===== src/rtl/bus_arbiter.sv =====
// Common-bus arbiter: round-robin processor-side grant group and
// fixed-priority snoop-side grant group, both with registered grants.
module bus_arbiter (
    input  logic clk,
    input  logic rst,
    input  logic Com_Bus_Req_proc_0,
    input  logic Com_Bus_Req_proc_1,
    input  logic Com_Bus_Req_proc_2,
    input  logic Com_Bus_Req_proc_3,
    input  logic Com_Bus_Req_proc_4,
    input  logic Com_Bus_Req_proc_5,
    input  logic Com_Bus_Req_proc_6,
    input  logic Com_Bus_Req_proc_7,
    input  logic Com_Bus_Req_snoop_0,
    input  logic Com_Bus_Req_snoop_1,
    input  logic Com_Bus_Req_snoop_2,
    input  logic Com_Bus_Req_snoop_3,
    input  logic Mem_snoop_req,
    output logic Com_Bus_Gnt_proc_0,
    output logic Com_Bus_Gnt_proc_1,
    output logic Com_Bus_Gnt_proc_2,
    output logic Com_Bus_Gnt_proc_3,
    output logic Com_Bus_Gnt_proc_4,
    output logic Com_Bus_Gnt_proc_5,
    output logic Com_Bus_Gnt_proc_6,
    output logic Com_Bus_Gnt_proc_7,
    output logic Com_Bus_Gnt_snoop_0,
    output logic Com_Bus_Gnt_snoop_1,
    output logic Com_Bus_Gnt_snoop_2,
    output logic Com_Bus_Gnt_snoop_3,
    output logic Mem_snoop_gnt
);

    typedef enum logic {
        ARB_IDLE,
        ARB_GRANT
    } arb_state_e;

    // Request vectors; snoop index 4 is the memory requester.
    logic [7:0] preq;
    logic [4:0] sreq;

    assign preq = {Com_Bus_Req_proc_7, Com_Bus_Req_proc_6,
                   Com_Bus_Req_proc_5, Com_Bus_Req_proc_4,
                   Com_Bus_Req_proc_3, Com_Bus_Req_proc_2,
                   Com_Bus_Req_proc_1, Com_Bus_Req_proc_0};

    assign sreq = {Mem_snoop_req,
                   Com_Bus_Req_snoop_3, Com_Bus_Req_snoop_2,
                   Com_Bus_Req_snoop_1, Com_Bus_Req_snoop_0};

    // ---------------- processor group ----------------
    arb_state_e pstate_q, pstate_d;
    logic [2:0] powner_q, powner_d;
    logic [2:0] pptr_q, pptr_d;
    logic [7:0] pgnt_q, pgnt_d;
    logic [2:0] pwin;
    logic [2:0] pcand;
    logic       pany;

    // Round-robin search starting just after the last granted index
    always_comb begin
        pwin  = pptr_q;
        pcand = pptr_q;
        pany  = 1'b0;
        for (int k = 1; k <= 8; k++) begin
            pcand = pptr_q + 3'(k);
            if (!pany && preq[pcand]) begin
                pwin = pcand;
                pany = 1'b1;
            end
        end
    end

    // Processor FSM next state: grant on arbitration, hold until release
    always_comb begin
        pstate_d = pstate_q;
        powner_d = powner_q;
        pptr_d   = pptr_q;
        pgnt_d   = pgnt_q;
        unique case (pstate_q)
            ARB_IDLE: begin
                if (pany) begin
                    pstate_d = ARB_GRANT;
                    powner_d = pwin;
                    pptr_d   = pwin;
                    pgnt_d   = 8'b1 << pwin;
                end
            end
            ARB_GRANT: begin
                if (!preq[powner_q]) begin
                    pstate_d = ARB_IDLE;
                    pgnt_d   = '0;
                end
            end
            default: begin
                pstate_d = ARB_IDLE;
                pgnt_d   = '0;
            end
        endcase
    end

    // Processor state register; pointer resets to 7 so proc_0 wins first
    always_ff @(posedge clk) begin
        if (rst) begin
            pstate_q <= ARB_IDLE;
            powner_q <= 3'd0;
            pptr_q   <= 3'd7;
            pgnt_q   <= '0;
        end else begin
            pstate_q <= pstate_d;
            powner_q <= powner_d;
            pptr_q   <= pptr_d;
            pgnt_q   <= pgnt_d;
        end
    end

    // ---------------- snoop group ----------------
    arb_state_e sstate_q, sstate_d;
    logic [2:0] sowner_q, sowner_d;
    logic [4:0] sgnt_q, sgnt_d;
    logic [2:0] swin;
    logic       sany;

    // Fixed priority: lowest index wins, memory (index 4) last
    always_comb begin
        swin = 3'd0;
        sany = |sreq;
        for (int k = 4; k >= 0; k--) begin
            if (sreq[k]) begin
                swin = 3'(k);
            end
        end
    end

    // Snoop FSM next state: same hold/release rules as processor group
    always_comb begin
        sstate_d = sstate_q;
        sowner_d = sowner_q;
        sgnt_d   = sgnt_q;
        unique case (sstate_q)
            ARB_IDLE: begin
                if (sany) begin
                    sstate_d = ARB_GRANT;
                    sowner_d = swin;
                    sgnt_d   = 5'b1 << swin;
                end
            end
            ARB_GRANT: begin
                if (!sreq[sowner_q]) begin
                    sstate_d = ARB_IDLE;
                    sgnt_d   = '0;
                end
            end
            default: begin
                sstate_d = ARB_IDLE;
                sgnt_d   = '0;
            end
        endcase
    end

    // Snoop state register
    always_ff @(posedge clk) begin
        if (rst) begin
            sstate_q <= ARB_IDLE;
            sowner_q <= 3'd0;
            sgnt_q   <= '0;
        end else begin
            sstate_q <= sstate_d;
            sowner_q <= sowner_d;
            sgnt_q   <= sgnt_d;
        end
    end

    assign Com_Bus_Gnt_proc_0  = pgnt_q[0];
    assign Com_Bus_Gnt_proc_1  = pgnt_q[1];
    assign Com_Bus_Gnt_proc_2  = pgnt_q[2];
    assign Com_Bus_Gnt_proc_3  = pgnt_q[3];
    assign Com_Bus_Gnt_proc_4  = pgnt_q[4];
    assign Com_Bus_Gnt_proc_5  = pgnt_q[5];
    assign Com_Bus_Gnt_proc_6  = pgnt_q[6];
    assign Com_Bus_Gnt_proc_7  = pgnt_q[7];
    assign Com_Bus_Gnt_snoop_0 = sgnt_q[0];
    assign Com_Bus_Gnt_snoop_1 = sgnt_q[1];
    assign Com_Bus_Gnt_snoop_2 = sgnt_q[2];
    assign Com_Bus_Gnt_snoop_3 = sgnt_q[3];
    assign Mem_snoop_gnt       = sgnt_q[4];

endmodule


===== config.mk =====
export PLATFORM = sky130hd
export DESIGN_NAME = bus_arbiter
export DESIGN_NICKNAME = d
export VERILOG_FILES = /design/src/rtl/bus_arbiter.sv
export SDC_FILE = /design/constraint.sdc
export NUM_CORES = 1
export LEC_CHECK = 0
export ABC_AREA = 1
export CAP_MARGIN = 15
export CORE_ASPECT_RATIO = 0.9
export CORE_MARGIN = 2
export CORE_UTILIZATION = 64
export CTS_CLUSTER_DIAMETER = 50
export DETAILED_ROUTE_END_ITERATION = 12
export DONT_BUFFER_PORTS = 1
export PLACE_DENSITY = 0.87
export SKIP_LAST_GASP = 1
export SYNTH_ARGS = -nofsm -noshare
export SYNTH_HDL_FRONTEND = slang
export SYNTH_SLANG_ARGS = --single-unit

===== constraint.sdc =====
create_clock -name clk -period 2.5 [get_ports clk]
set_input_delay 0.375 -clock clk [delete_from_list [all_inputs] [get_ports clk]]
set_output_delay 0.375 -clock clk [all_outputs]
set_load 0.03 [all_outputs]

==> impl_results.md <==
- Fill count: 246
- Share of cells above drive strength 1: 0.252
- Largest net degree at the start of global routing: 23
- Nets: 335
- Starting Density: 0.669
- GPL Wtd Cong: 0.994
- Port bufs: 0
- Via count: 1925
- Antenna violations before repair: 0
- Final wirelength: 4540 um
- Largest stage delay on the critical path: 640 ps
- # H-tree levels: 1
- Clock Sinks: 24
- Clock slew at reported path FFs: 120 ps
- Max clock buf depth: 2
- CP Cell Sequence: inv_4, nand2_1, nand2_1, nand3_2, nand2_4, inv_2, nand3_2, nor2_4, nand4_4, inv_4, nand2_1, nand2_2, nand2_1, a21oi_1
- Met3 WL: 354 um
- # DRC: 0
- DRT antenna net count: 0
- Startpoint types: flip-flop
- Pin slew with the least headroom to its limit: 603 ps
- Slew HR: 0.594
- Most common cell after layout, fill and taps aside: nand2_1
- Syn nets: 331
- GRT Util Overall: 0.253
- Capturing point of the worst reg2reg path: powner_q[1]
- Met2 WL post-DR: 2030 um
- Die Height: 57.7 um
- WHS: 102 ps
- Final core utilization: 0.705
- CP Capture Type: flip-flop
- Syn avg cell area: 6.53 um^2
- Outcome: completed
- Hpwl dp: 3480 um
- Hold path depth: 1
- Worst Reg2Reg Path Length in Cells: 14
- Die area: 3670 um^2
- Worst hold path endpoint: sowner_q[1]
- I/O pins: 28
- Num CTS Buffers: 3
- Area delta synth->final: 5.43%
- Reg-to-reg slack, setup: 220 ps
- Post-synth cell types: 35
- Worst r2r src: pptr_q[2]
- Fmax: 0.438 GHz
- Min-delay worst type: in2reg
- Most used cell, CP: nand2_1
- DR vias/cell: 5.36
- First-pass GRT wire length: 7350 um
- Final Setup Violations: 0
- M1 WL: 2100 um
- Antenna diode count: 0
- Synth top area cells: dfxtp_1 23%, nand2_1 18%, nand3_1 6.6%
- Buf/Inv on CP: 3
- Total grt overflow: 0
- Cell taking the most area after synthesis: dfxtp_1
- Final instance area: 2160 um^2
- Clk_skew: 0.853 ps
- Die width: 63.7 um
- Delay-heaviest family, CP: simple AND/OR/NAND/NOR gates
- Final hold violation count: 0
- Max-cap violations: 0
- Final Cycle Share: 0.913
- Synth Register Bits: 24
- Mapped Area: 2050 um^2
- DR WL/cell: 12.7 um
- Share of the synthesized area in the top cell type: 0.234
- Storage cell area: 485 um^2
- Time the worst path needs with I/O delays and setup: 2280 ps
- Arr. time, crit path: 2540 ps
- Number of global-route vias before repair: 1691
- Core footprint: 3070 um^2
- Post-Synthesis Cells: 314
- Slew Viols, Final: 0
- Worst hold start: rst
- Ys Warns: 0
- First-pass DRT Iterations: 4
- CTS root buf: clkbuf_4
- Area of the multi-input gates: 1390 um^2
- Row cnt: 19
- Placement Cell Area: 2080 um^2
- Top layer in use: met4
- Clk Latency, worst-skew pair: 320 ps
- CTS tree: built
- Register area share after synthesis: 0.234
- Crit path depth: 14
- Most frequent cells in the layout: 96 x nand2_1, 32 x nor2_1, 27 x nand3_1, 23 x inv_1, 22 x dfxtp_1
- Critical Path RT: 2760 ps
- Crit path kind: reg2reg
- CP Max Fanout: 8
- Initial DRC Count: 92
- Worst path slowest cell: dfxtp_1
-- cell usage after synthesis, drive strengths merged --
cell    number
clkbuf       2
o21ai       13
ha           2
dfxtp       24
nand4        5
nand3       40
xor2         1
xnor2        1
a31o         1
o211ai       2
or2          1
clkinv       1
nor2        36
a21oi       21
nand2      120
buf          4
nor3         1
inv         36
o32ai        2
a31oi        1
-- worst reg2reg max path, stage by stage (launching register included) --
cell and delay (ps):
dfxtp_1 640, inv_4 120, nand2_1 80, nand2_1 80
nand3_2 120, nand2_4 90, inv_2 90, nand3_2 80
nor2_4 120, nand4_4 150, inv_4 130, nand2_1 130
nand2_2 150, nand2_1 110, a21oi_1 130
-- worst max path at each step --
stage,start,endpoint
2_1_floorplan,pptr_q[0],pgnt_q[0]
3_3_place_gp,pptr_q[1],powner_q[1]
3_5_place_dp,pptr_q[1],powner_q[1]
4_1_cts,pptr_q[1],powner_q[1]
5_1_grt,pptr_q[1],pgnt_q[5]
6_report,pptr_q[2],powner_q[1]
-- per-layer routing --
| layer | global-route usage | up-vias |
|---|---|---|
| met4 | 0.102 | 0 |
| met2 | 0.409 | 65 |
| met1 | 0.330 | 846 |
| met3 | 0.0583 | 6 |
| li1 | - | 1008 |
| met5 | 0 | - |
-- registers in the layout (all words and copies together) (netlist names) --
name,cells
sowner_q,3
pstate_q,1
pgnt_q,8
sgnt_q,5
pptr_q,3
powner_q,3
sstate_q,1
-- per-stage QoR --
| stage | setup slack [ps] | setup TNS, ps | instances |
|---|---|---|---|
| detailed placement | 92.9 | 0 | 354 |
| global placement | 191 | 0 | 354 |
| finish | 218 | 0 | 359 |
| CTS | 60.9 | 0 | 358 |
| global route | -11.7 | -12.0 | 359 |
| floorplan | 173 | 0 | 314 |
-- kinds of logic after synthesis --
logic type	share of synthesized area
AND/OR/NAND/NOR	0.517
buffers and inverters	0.0946
AO/OA/AOI/OAI	0.126
flip-flops	0.234
XOR/XNOR	0.0159
adder cells (fa/ha/maj)	0.0122
-- timing repair --
action,4_1_cts,5_1_grt
endpoints found under the setup margin,0,13
resized for setup,0,10
hold buffers,0,0
buffers inserted,0,1
-- area by class of cell --
cell class / instances / share of cell area
flip-flops and latches: 24 / 0.225
well taps: 42 / 0.0243
clock buffers: 4 / 0.0168
inverters: 37 / 0.0689
multi-input cells: 247 / 0.645
repair buffers: 5 / 0.0208
Power is not shown: default switching activity piles up to over one toggle a cycle in this logic, so the estimate is an artifact.
